**src/rtl/fifo_stream_reader_pkg.sv**
```systemverilog
// Shared types and read-issue rule for the FIFO-to-stream reader.
// The can_issue rule is the single definition of when a new FIFO read may start.
package fifo_stream_pkg;

  localparam int BUF_DEPTH = 2;

  typedef logic [1:0] buf_cnt_t;

  // A read may start if the word can land in a free slot, counting one that frees up this cycle.
  function automatic logic can_issue(input buf_cnt_t count, input logic inflight, input logic pop);
    logic [2:0] occ;
    occ = {1'b0, count} + {2'b00, inflight};
    return (occ < 3'd2) || ((occ == 3'd2) && pop);
  endfunction

endpackage

```
**src/rtl/fifo_stream_reader_if.sv**
```systemverilog
// fifoIf: synchronous-read FIFO port (reader/source sides); stream_if: valid/ready word stream.
// Both are parameterised on the word width.
interface fifoIf #(
  parameter int DATA_WIDTH = 32
);
  logic                  rd_en;
  logic [DATA_WIDTH-1:0] rd_data;
  logic                  empty;

  modport reader (output rd_en, input rd_data, input empty);
  modport source (input rd_en, output rd_data, output empty);
endinterface

interface stream_if #(
  parameter int DATA_WIDTH = 32
);
  logic                  out_valid;
  logic [DATA_WIDTH-1:0] out_data;
  logic                  out_ready;

  modport master (output out_valid, output out_data, input out_ready);
  modport slave  (input out_valid, input out_data, output out_ready);
endinterface

```
**src/rtl/fifo_stream_reader.sv**
```systemverilog
// Sync-read FIFO to valid/ready stream: out_valid 2 cycles after rd_en, 1 word/cycle sustained, 2-entry buffer stalls rd_en under backpressure.
// FIFO_STREAM_READER_FLUSH_EN adds a synchronous flush input that empties the buffer and drops any in-flight word.
module fifo_stream_reader
  import fifo_stream_pkg::*;
#(
  parameter int DATA_WIDTH = 32,
  parameter int BUF_DEPTH  = 2
) (
  input  logic     clk,
  input  logic     rst,
`ifdef FIFO_STREAM_READER_FLUSH_EN
  input  logic     flush,
`endif
  fifoIf.reader    fifo,
  stream_if.master out,
  output buf_cnt_t buf_count
);

  if (BUF_DEPTH != fifo_stream_pkg::BUF_DEPTH) begin : g_depth_chk
    $error("fifo_stream_reader: BUF_DEPTH must be 2");
  end

  logic [DATA_WIDTH-1:0] r_buf0;
  logic [DATA_WIDTH-1:0] r_buf1;
  buf_cnt_t              r_count;
  logic                  r_inflight;

  logic w_flush;
  logic w_out_valid;
  logic w_pop;
  logic w_push;
  logic w_rd_en;

`ifdef FIFO_STREAM_READER_FLUSH_EN
  assign w_flush = flush;
`else
  assign w_flush = 1'b0;
`endif

  assign w_out_valid = (r_count != 2'd0) && !w_flush;
  assign w_pop       = w_out_valid && out.out_ready;
  assign w_push      = r_inflight;
  assign w_rd_en     = !rst && !fifo.empty && !w_flush && can_issue(r_count, r_inflight, w_pop);

  assign fifo.rd_en    = w_rd_en;
  assign out.out_valid = w_out_valid;
  assign out.out_data  = r_buf0;
  assign buf_count     = r_count;

  always_ff @(posedge clk or posedge rst) begin
    if (rst) begin
      r_count    <= 2'd0;
      r_inflight <= 1'b0;
      r_buf0     <= '0;
      r_buf1     <= '0;
    end else if (w_flush) begin
      r_count    <= 2'd0;
      r_inflight <= 1'b0;
    end else begin
      r_inflight <= w_rd_en;
      case ({w_push, w_pop})
        2'b10: begin
          r_count <= r_count + 2'd1;
          if (r_count == 2'd0) r_buf0 <= fifo.rd_data;
          else                 r_buf1 <= fifo.rd_data;
        end
        2'b01: begin
          r_count <= r_count - 2'd1;
          r_buf0  <= r_buf1;
        end
        2'b11: begin
          // Count is unchanged; the arriving word goes behind whatever remains.
          if (r_count == 2'd1) begin
            r_buf0 <= fifo.rd_data;
          end else begin
            r_buf0 <= r_buf1;
            r_buf1 <= fifo.rd_data;
          end
        end
        default: begin
        end
      endcase
    end
  end

  a_occupancy: assert property (@(posedge clk) disable iff (rst)
    (({1'b0, r_count} + {2'b00, r_inflight}) <= 3'd2));

  a_no_read_when_empty: assert property (@(posedge clk) disable iff (rst)
    !(w_rd_en && fifo.empty));

endmodule

```
**src/flat_wrapper.sv**
```systemverilog
// flat-port wrapper written by rule: the top's interface ports become plain ports
module fifo_stream_reader_flat import fifo_stream_pkg::*;
#(
  parameter int DATA_WIDTH = 32,
  parameter int BUF_DEPTH  = 2
)
  (clk, rst, buf_count, fifo_rd_en, fifo_rd_data, fifo_empty, out_out_valid, out_out_data, out_out_ready);
  fifoIf #(.DATA_WIDTH(DATA_WIDTH)) fifo_i ();
  stream_if #(.DATA_WIDTH(DATA_WIDTH)) out_i ();
  input  logic clk;
  input  logic rst;
  output buf_cnt_t buf_count;
  output wire logic [$bits(fifo_i.rd_en)-1:0] fifo_rd_en;
  input wire logic [$bits(fifo_i.rd_data)-1:0] fifo_rd_data;
  input wire logic [$bits(fifo_i.empty)-1:0] fifo_empty;
  output wire logic [$bits(out_i.out_valid)-1:0] out_out_valid;
  output wire logic [$bits(out_i.out_data)-1:0] out_out_data;
  input wire logic [$bits(out_i.out_ready)-1:0] out_out_ready;
  assign fifo_rd_en = fifo_i.rd_en;
  assign fifo_i.rd_data = fifo_rd_data;
  assign fifo_i.empty = fifo_empty;
  assign out_out_valid = out_i.out_valid;
  assign out_out_data = out_i.out_data;
  assign out_i.out_ready = out_out_ready;
  fifo_stream_reader #(.DATA_WIDTH(DATA_WIDTH), .BUF_DEPTH(BUF_DEPTH)) u_core (.clk(clk), .rst(rst), .fifo(fifo_i), .out(out_i), .buf_count(buf_count));
endmodule
```
**config.mk**
```make
export PLATFORM = sky130hd
export DESIGN_NAME = fifo_stream_reader_flat
export DESIGN_NICKNAME = d
export VERILOG_FILES = /design/src/rtl/fifo_stream_reader_pkg.sv /design/src/rtl/fifo_stream_reader_if.sv /design/src/rtl/fifo_stream_reader.sv /design/src/flat_wrapper.sv
export SDC_FILE = /design/constraint.sdc
export NUM_CORES = 1
export LEC_CHECK = 0
export CORE_ASPECT_RATIO = 0.6
export CORE_MARGIN = 3
export CORE_UTILIZATION = 25
export CTS_CLUSTER_DIAMETER = 30
export CTS_CLUSTER_SIZE = 10
export DETAILED_ROUTE_END_ITERATION = 7
export SYNTH_ARGS = -nofsm -noshare
export SYNTH_HDL_FRONTEND = slang
export SYNTH_SLANG_ARGS = --single-unit
```
**constraint.sdc**
```tcl
create_clock -name clk -period 6.85 [get_ports clk]
set_clock_uncertainty 0.2 [all_clocks]
set_input_delay 1.37 -clock clk [delete_from_list [all_inputs] [get_ports clk]]
set_output_delay 1.37 -clock clk [all_outputs]
set_load 0.05 [all_outputs]
```
==> results of run 1 <==
worst max-delay path, delay by kind of cell:
family	cells	cell delay [ps]
AO/OA/AOI/OAI	1	130
buffers and inverters	2	1320
AND/OR/NAND/NOR	2	470
routing by layer:
metal	routed length, um	part of all wire (%)	up-vias	global-route usage [%]
met3	535	7.3	9	5.14
li1	-	-	1117	-
met5	0	0	-	0
met1	3720	51	1093	15.8
met2	3030	41	66	16.1
met4	63	0.86	0	3.00
power breakdown:
part           internal (W)  leakage [nW]  total, W  switching [W]
Combinational      0.000418         0.746   0.00110       0.000685
Clock              0.000288         0.148  0.000450       0.000162
Sequential         0.000600         0.779  0.000708       0.000108
Total               0.00131          1.67   0.00226       0.000955
cells by family after synthesis:
logic type | after synthesis
XOR/XNOR | 2
buffers and inverters | 29
AO/OA/AOI/OAI | 68
flip-flops | 67
adder cells (fa/ha/maj) | 8
multiplexers | 33
AND/OR/NAND/NOR | 71
layout make-up:
cell class                 instances  area [um2]
tap                              160         200
inverter                           7        26.3
multi-input combinational        182        1200
clock inverter                     5        53.8
timing repair buffer              74         733
clock buffer                      10         239
sequential                        67        1680
fill                            1179        7430
stage by stage:
stage / util (%) / std cells / setup WS (ps) / total power, W / hold WS (ps)
floorplan: - / 278 / 2490 / 0.00150 / 251
global placement: 33.2 / 490 / 2010 / 0.00180 / 261
detailed placement: 33.2 / 490 / 1930 / 0.00183 / 272
CTS: 35.7 / 505 / 1970 / 0.00230 / 285
global route: 35.7 / 505 / 1910 / 0.00241 / 316
finish: 35.7 / 505 / 1980 / 0.00226 / 281
path summary, 6_finish.rpt:
check                                          from                 endpoint  slack, ps  cells past startpoint
worst max-delay path                  out_out_ready               fifo_rd_en       1980                      5
worst min-delay path              u_core.r_buf1[23]        u_core.r_buf1[23]        280                      1
worst max register to register  u_core.buf_count[0]  u_core.out.out_data[18]       3110                      8
worst min register to register    u_core.r_buf1[23]        u_core.r_buf1[23]        280                      1
max in group asynchronous                       rst        u_core.r_buf1[29]       4430                      3
min in group asynchronous                       rst        u_core.r_buf1[30]       1430                      3
registers in the layout, indices dropped and copies added, names as in the netlist:
register	count
u_core.buf_count	2
u_core.out.out_data	32
u_core.r_buf1	32
u_core.r_inflight	1
synthesized netlist by cell type:
cell                        n
sky130_fd_sc_hd__and2b_1    1
sky130_fd_sc_hd__nor2_1    33
sky130_fd_sc_hd__mux2_2    31
sky130_fd_sc_hd__buf_1      2
sky130_fd_sc_hd__a31oi_1   33
sky130_fd_sc_hd__o21ai_0   33
sky130_fd_sc_hd__a22oi_1    1
sky130_fd_sc_hd__nand2_1    1
sky130_fd_sc_hd__o21a_2     1
sky130_fd_sc_hd__nand2b_1   2
sky130_fd_sc_hd__nor2b_1    1
sky130_fd_sc_hd__dfrtp_1   67
sky130_fd_sc_hd__buf_6      5
sky130_fd_sc_hd__inv_1      7
sky130_fd_sc_hd__nand3_1   32
sky130_fd_sc_hd__mux2_1     1
sky130_fd_sc_hd__buf_2      7
sky130_fd_sc_hd__clkbuf_1   6
sky130_fd_sc_hd__xnor2_1    2
sky130_fd_sc_hd__nor3_1     1
sky130_fd_sc_hd__ha_1       8
sky130_fd_sc_hd__buf_4      2
sky130_fd_sc_hd__mux2_4     1
==> metrics.log, run 1 <==
[metrics] status: complete, no violations
[metrics] arrival time of the worst setup path: ~3300 ps
[metrics] synthesis-to-finish area growth: 35.9%
[metrics] number of buffers between clock root and the deepest sink: 2
[metrics] commonest non-fill, non-tap cell in the layout: sky130_fd_sc_hd__clkdlybuf4s50_1
[metrics] fraction of synthesized area in multiplexers: around 12%
[metrics] number of slew-limit violations in the final report: 0
[metrics] Compound-Gate Fraction of Synth Area: 12.8%
[metrics] CTS Buf Count: 9
[metrics] list of cells traversed by the critical path: clkdlybuf4s50_1 > nor2b_1 > a31oi_1 > nor3_1 > clkdlybuf4s50_1
[metrics] number of clock sinks: between 60 and 70
[metrics] count of port buffers added during placement: 71
[metrics] total die area: between 10000 and 15000 um2
[metrics] total DRC errors in the routed layout: 0
[metrics] power per standard cell area: between 500 and 600 nW/um2
[metrics] Crit-path slowest cell: sky130_fd_sc_hd__clkdlybuf4s50_1
[metrics] cell accounting for the most synthesized area: sky130_fd_sc_hd__dfrtp_1
[metrics] via count: approximately 2300
[metrics] area share of and/or/nand/nor cells after synthesis: 10.5%
[metrics] htree depth: 3
[metrics] area share of the leading cell type in the synthesized netlist: 55.2%
[metrics] count of pins on the block boundary: 72
[metrics] share of synthesized cell area in full adder, half adder and majority cells: under 10%
[metrics] Max-Cap Viols: 0
[metrics] proportion of synthesized chip area in sequential cells: 55.2%
[metrics] post-synthesis cell area: slightly above 3000 um2
[metrics] parity-gate share of the synthesized area counting xor and xnor cells: 0.576%
[metrics] Final setup viols: 0
[metrics] crit start category: input pin
[metrics] setup repair after global routing missed its margin: no
[metrics] required time of the critical path: roughly 5300 ps
[metrics] flip-flop and latch count after synthesis: 67
[metrics] Core Area: 11600 um2
[metrics] maximum VDD drop: 0.331 mV
[metrics] Slew HR: about 20%
[metrics] total track usage: between 10 and 15%
[metrics] aggregate negative setup slack: 0 ps
[metrics] Fmax achieved: 205 MHz
[metrics] number of global-route vias before repair: 2356
[metrics] CTS tree: built
[metrics] global-route congestion overflow total: 0
[metrics] effective utilization at floorplan: a little over a quarter
[metrics] first-pass GRT wire length: 12.2 mm
[metrics] DRT iter0 DRCs: approximately 110
[metrics] cts hold-fix bufs: 0
[metrics] most used cells in the layout excluding fill and tap cells: sky130_fd_sc_hd__clkdlybuf4s50_1 (71), sky130_fd_sc_hd__dfrtp_1 (67), sky130_fd_sc_hd__o21ai_0 (33), sky130_fd_sc_hd__nor2_1 (33), sky130_fd_sc_hd__a31oi_1 (33)
[metrics] Final nets: 385
[metrics] post-placement cell area: 3840 um2
[metrics] initial antenna violation count: 0
[metrics] final critical path time including I/O delays and setup: just under 5000 ps
[metrics] Final Hold Vio Count: 0
[metrics] wirelength, routed: 7.35 mm
[metrics] share of the clock period used by the worst path after layout: 71.1%
[metrics] maximum fanout along the worst path: 4
[metrics] fraction of layout instances using a drive strength above 1: 15.1%
[metrics] number of instances resized during post-cts repair: 0
[metrics] per-cell via count in the routed design: 4.52
[metrics] count of different cell masters after synthesis: 23
[metrics] Die Span Y: approximately 91 um
[metrics] post-synthesis cell count: between 200 and 300
[metrics] die outline width: 148 um
[metrics] antenna fix cells: 0
[metrics] worst skew pair latency: 320 ps
[metrics] final HPWL from detailed placement: between 4 and 5 mm
[metrics] largest family of logic cells by synthesized area: compound AO/OA/AOI/OAI gates
[metrics] global placer's final weighted congestion: 0.789
[metrics] Critical Path Most Common Cell: sky130_fd_sc_hd__clkdlybuf4s50_1
[metrics] post-route cell area: 4130 um2
[metrics] clock edge transition at the registers on the reported setup and hold paths: 50 ps
[metrics] crit path kind: in -> out
[metrics] Net Count, Synth: 322
[metrics] CTS Root Cell: sky130_fd_sc_hd__clkbuf_16
[metrics] remaining antenna violation count after routing: 0
[metrics] number of setup buffers added after CTS: 0
[metrics] LEAKAGE: approximately 1.7 nW
[metrics] slowest stage delay, CP: ~850 ps
[metrics] transition time of the tightest slew-check pin: 1190 ps
[metrics] Detailed Routing Iterations Pass 1: 4
[metrics] class of the tightest hold or removal check: reg -> reg
[metrics] top post-synthesis cells by area: sky130_fd_sc_hd__dfrtp_1 (55%), sky130_fd_sc_hd__mux2_2 (11%), sky130_fd_sc_hd__a31oi_1 (6.8%)
[metrics] pin count of the biggest net entering global routing: 68
[metrics] kind of end point of the critical path: output pin
[metrics] Avg Cell Area, Syn: around 11 um2
[metrics] synth warn: 0
[metrics] per-cell routed wire length: approximately 15 um
[metrics] row count: 30
Note: power is estimated with default switching activity, not from simulation.
==> run 2: changes to the inputs <==
- clock period: 6.85 -> 4.4 ns (I/O delays scaled with it)
==> run 2 against run 1 <==
Net effect: register-to-register slack got worse by 1500 ps; cell count grew 1.6%; utilization up 0.68 points; largest cell class unchanged.
==> metrics.log, run 2 (synthesis gave the netlist of run 1 again) <==
[metrics] status: complete, no violations
[metrics] list of cells traversed by the critical path: clkdlybuf4s50_1 > nor2b_1 > a31oi_1 > nor3_1 > clkdlybuf4s50_1
[metrics] final worst-path setup slack: 487 ps (-1490 ps)
[metrics] Buf+Inv Stages, Crit Path: 2 (unchanged)
[metrics] cts hold-fix bufs: 0 (unchanged)
[metrics] via count: 2404 (+5.2%)
[metrics] Core Area: 11600 um2 (unchanged)
[metrics] number of setup buffers added after CTS: 0 (unchanged)
[metrics] commonest non-fill, non-tap cell in the layout: sky130_fd_sc_hd__clkdlybuf4s50_1
[metrics] Max-Cap Viols: 0 (unchanged)
[metrics] initial antenna violation count: 0 (unchanged)
[metrics] number of slew-limit violations in the final report: 0 (unchanged)
[metrics] power per standard cell area: 864 nW/um2 (+58%)
[metrics] first-pass GRT wire length: 13.1 mm (+7.1%)
[metrics] per-cell via count in the routed design: 4.69 (+3.6%)
[metrics] global placer's final weighted congestion: 0.744 (-5.7%)
[metrics] row count: 30 (unchanged)
[metrics] multi-input logic area: 1200 um2 (unchanged)
[metrics] share of the clock period used by the worst path after layout: 88.9%
[metrics] Placement Setup Slack: 485 ps (-1450 ps)
[metrics] final critical path time including I/O delays and setup: 3910 ps
[metrics] Die Span Y: 91.4 um (unchanged)
[metrics] htree depth: 3 (unchanged)
[metrics] Crit-path slowest cell: sky130_fd_sc_hd__clkdlybuf4s50_1
[metrics] CTS tree: built
[metrics] number of clock sinks: 67 (unchanged)
[metrics] CTS Buf Count: 9 (unchanged)
[metrics] LEAKAGE: 1.71 nW (+2.4%)
[metrics] remaining antenna violation count after routing: 0 (unchanged)
[metrics] class of the tightest hold or removal check: reg -> reg
[metrics] transition time of the tightest slew-check pin: 1060 ps (-134 ps)
[metrics] total die area: 13600 um2 (unchanged)
[metrics] kind of end point of the critical path: output pin
[metrics] worst skew pair latency: 330 ps (about the same)
[metrics] required time of the critical path: 3320 ps (-1960 ps)
[metrics] Final Hold Vio Count: 0 (unchanged)
[metrics] die outline width: 148 um (unchanged)
[metrics] count of pins on the block boundary: 72 (unchanged)
[metrics] pin count of the biggest net entering global routing: 49 (-28%)
[metrics] crit start category: input pin
[metrics] CP delay by family, top: buffers and inverters
[metrics] final HPWL from detailed placement: 5.60 mm (+16%)
[metrics] setup repair after global routing missed its margin: no
[metrics] per-cell routed wire length: 15.5 um (+6.7%)
[metrics] CTS Root Cell: sky130_fd_sc_hd__clkbuf_16
[metrics] count of port buffers added during placement: 71 (unchanged)
[metrics] arrival time of the worst setup path: 2830 ps (-470 ps)
[metrics] fraction of layout instances using a drive strength above 1: 16.7% (+1.6 points)
[metrics] WHS: 284 ps (+3.48 ps)
[metrics] Storage cell area: 1680 um2 (unchanged)
[metrics] register-to-register setup slack: 1570 ps (-1540 ps)
[metrics] total DRC errors in the routed layout: 0 (unchanged)
[metrics] synthesis-to-finish area growth: 38.5%
[metrics] antenna fix cells: 0 (unchanged)
[metrics] Fmax achieved: between 200 and 300 MHz
[metrics] Final setup viols: 0 (unchanged)
[metrics] fill cell instance count of the final layout: 1192 (+1.1%)
[metrics] DRT iter0 DRCs: 98 (-9.3%)
[metrics] Final nets: 392 (+1.8%)
[metrics] number of buffers between clock root and the deepest sink: 2 (unchanged)
[metrics] wirelength, routed: 7.97 mm (+8.4%)
[metrics] effective utilization at floorplan: 26.3% (unchanged)
[metrics] maximum fanout along the worst path: 4 (unchanged)
[metrics] Critical Path Most Common Cell: sky130_fd_sc_hd__clkdlybuf4s50_1
[metrics] Slew HR: 29.3% (+8.8 points)
[metrics] clock edge transition at the registers on the reported setup and hold paths: 60 ps (about the same)
[metrics] maximum VDD drop: 0.386 mV (+17%)
[metrics] total track usage: 12.3% (+0.94 points)
[metrics] number of instances resized during post-cts repair: 0 (unchanged)
[metrics] Detailed Routing Iterations Pass 1: 4 (unchanged)
[metrics] global-route congestion overflow total: 0 (unchanged)
[metrics] slowest stage delay, CP: 850 ps (about the same)
[metrics] most used cells in the layout excluding fill and tap cells: sky130_fd_sc_hd__clkdlybuf4s50_1 (71), sky130_fd_sc_hd__dfrtp_1 (67), sky130_fd_sc_hd__o21ai_0 (33), sky130_fd_sc_hd__nor2_1 (33), sky130_fd_sc_hd__a31oi_1 (33)
[metrics] number of global-route vias before repair: 2459 (+4.4%)
[metrics] aggregate negative setup slack: 0 ps (unchanged)
[metrics] Power, Total: 0.00363 W (+61%)
[metrics] crit path kind: in -> out
[run 2: per-stage QoR]
stage                     area (um2)  utilization (%)  cells
after floorplan                 3040                -    278
after global placement          3890             33.6    497
after detailed placement        3890             33.6    497
after CTS                       4210             36.4    513
after global routing            4210             36.4    513
final                           4210             36.4    513
[run 2: worst reg2reg max path, delay by kind of cell, from the launching register on]
kind	cells	cell delay (ps)
and+or+nand+nor	1	260
AOI/OAI and AO/OA	2	520
DFF	1	430
buffers and inverters	3	480
adders and majority gates	2	460
muxes	1	360
[run 2: where the power goes]
group	internal [W]	switching (W)	leakage, nW	total (W)
clock	0.000497	0.000277	0.153	0.000774
sequential	0.000934	0.000174	0.779	0.00111
combinational	0.000668	0.00108	0.781	0.00175
[run 2: metal layers]
metal	wire [um]	global-route usage [%]
met2	3260	17.3
met1	3900	17.6
met3	726	4.64
met5	0	0
met4	82	3.61
[run 2: area by class of cell]
| class | instances | share of cell area [%] |
|---|---|---|
| clock buffer | 10 | 5.44 |
| clock inverter | 6 | 2.14 |
| inverter | 7 | 0.624 |
| multi-input combinational | 182 | 28.5 |
| sequential | 67 | 39.8 |
| tap | 160 | 4.76 |
| timing repair buffer | 81 | 18.7 |
[run 2: worst paths after layout]
check	from	depth (start not counted)	to
worst max-delay path	out_out_ready	5	fifo_rd_en
worst min-delay path	u_core.r_buf1[23]	1	u_core.r_buf1[23]
worst max register to register	u_core.buf_count[1]	9	u_core.r_buf1[22]
worst min register to register	u_core.r_buf1[23]	1	u_core.r_buf1[23]
max in group asynchronous	rst	3	u_core.out.out_data[22]
min in group asynchronous	rst	2	u_core.r_inflight
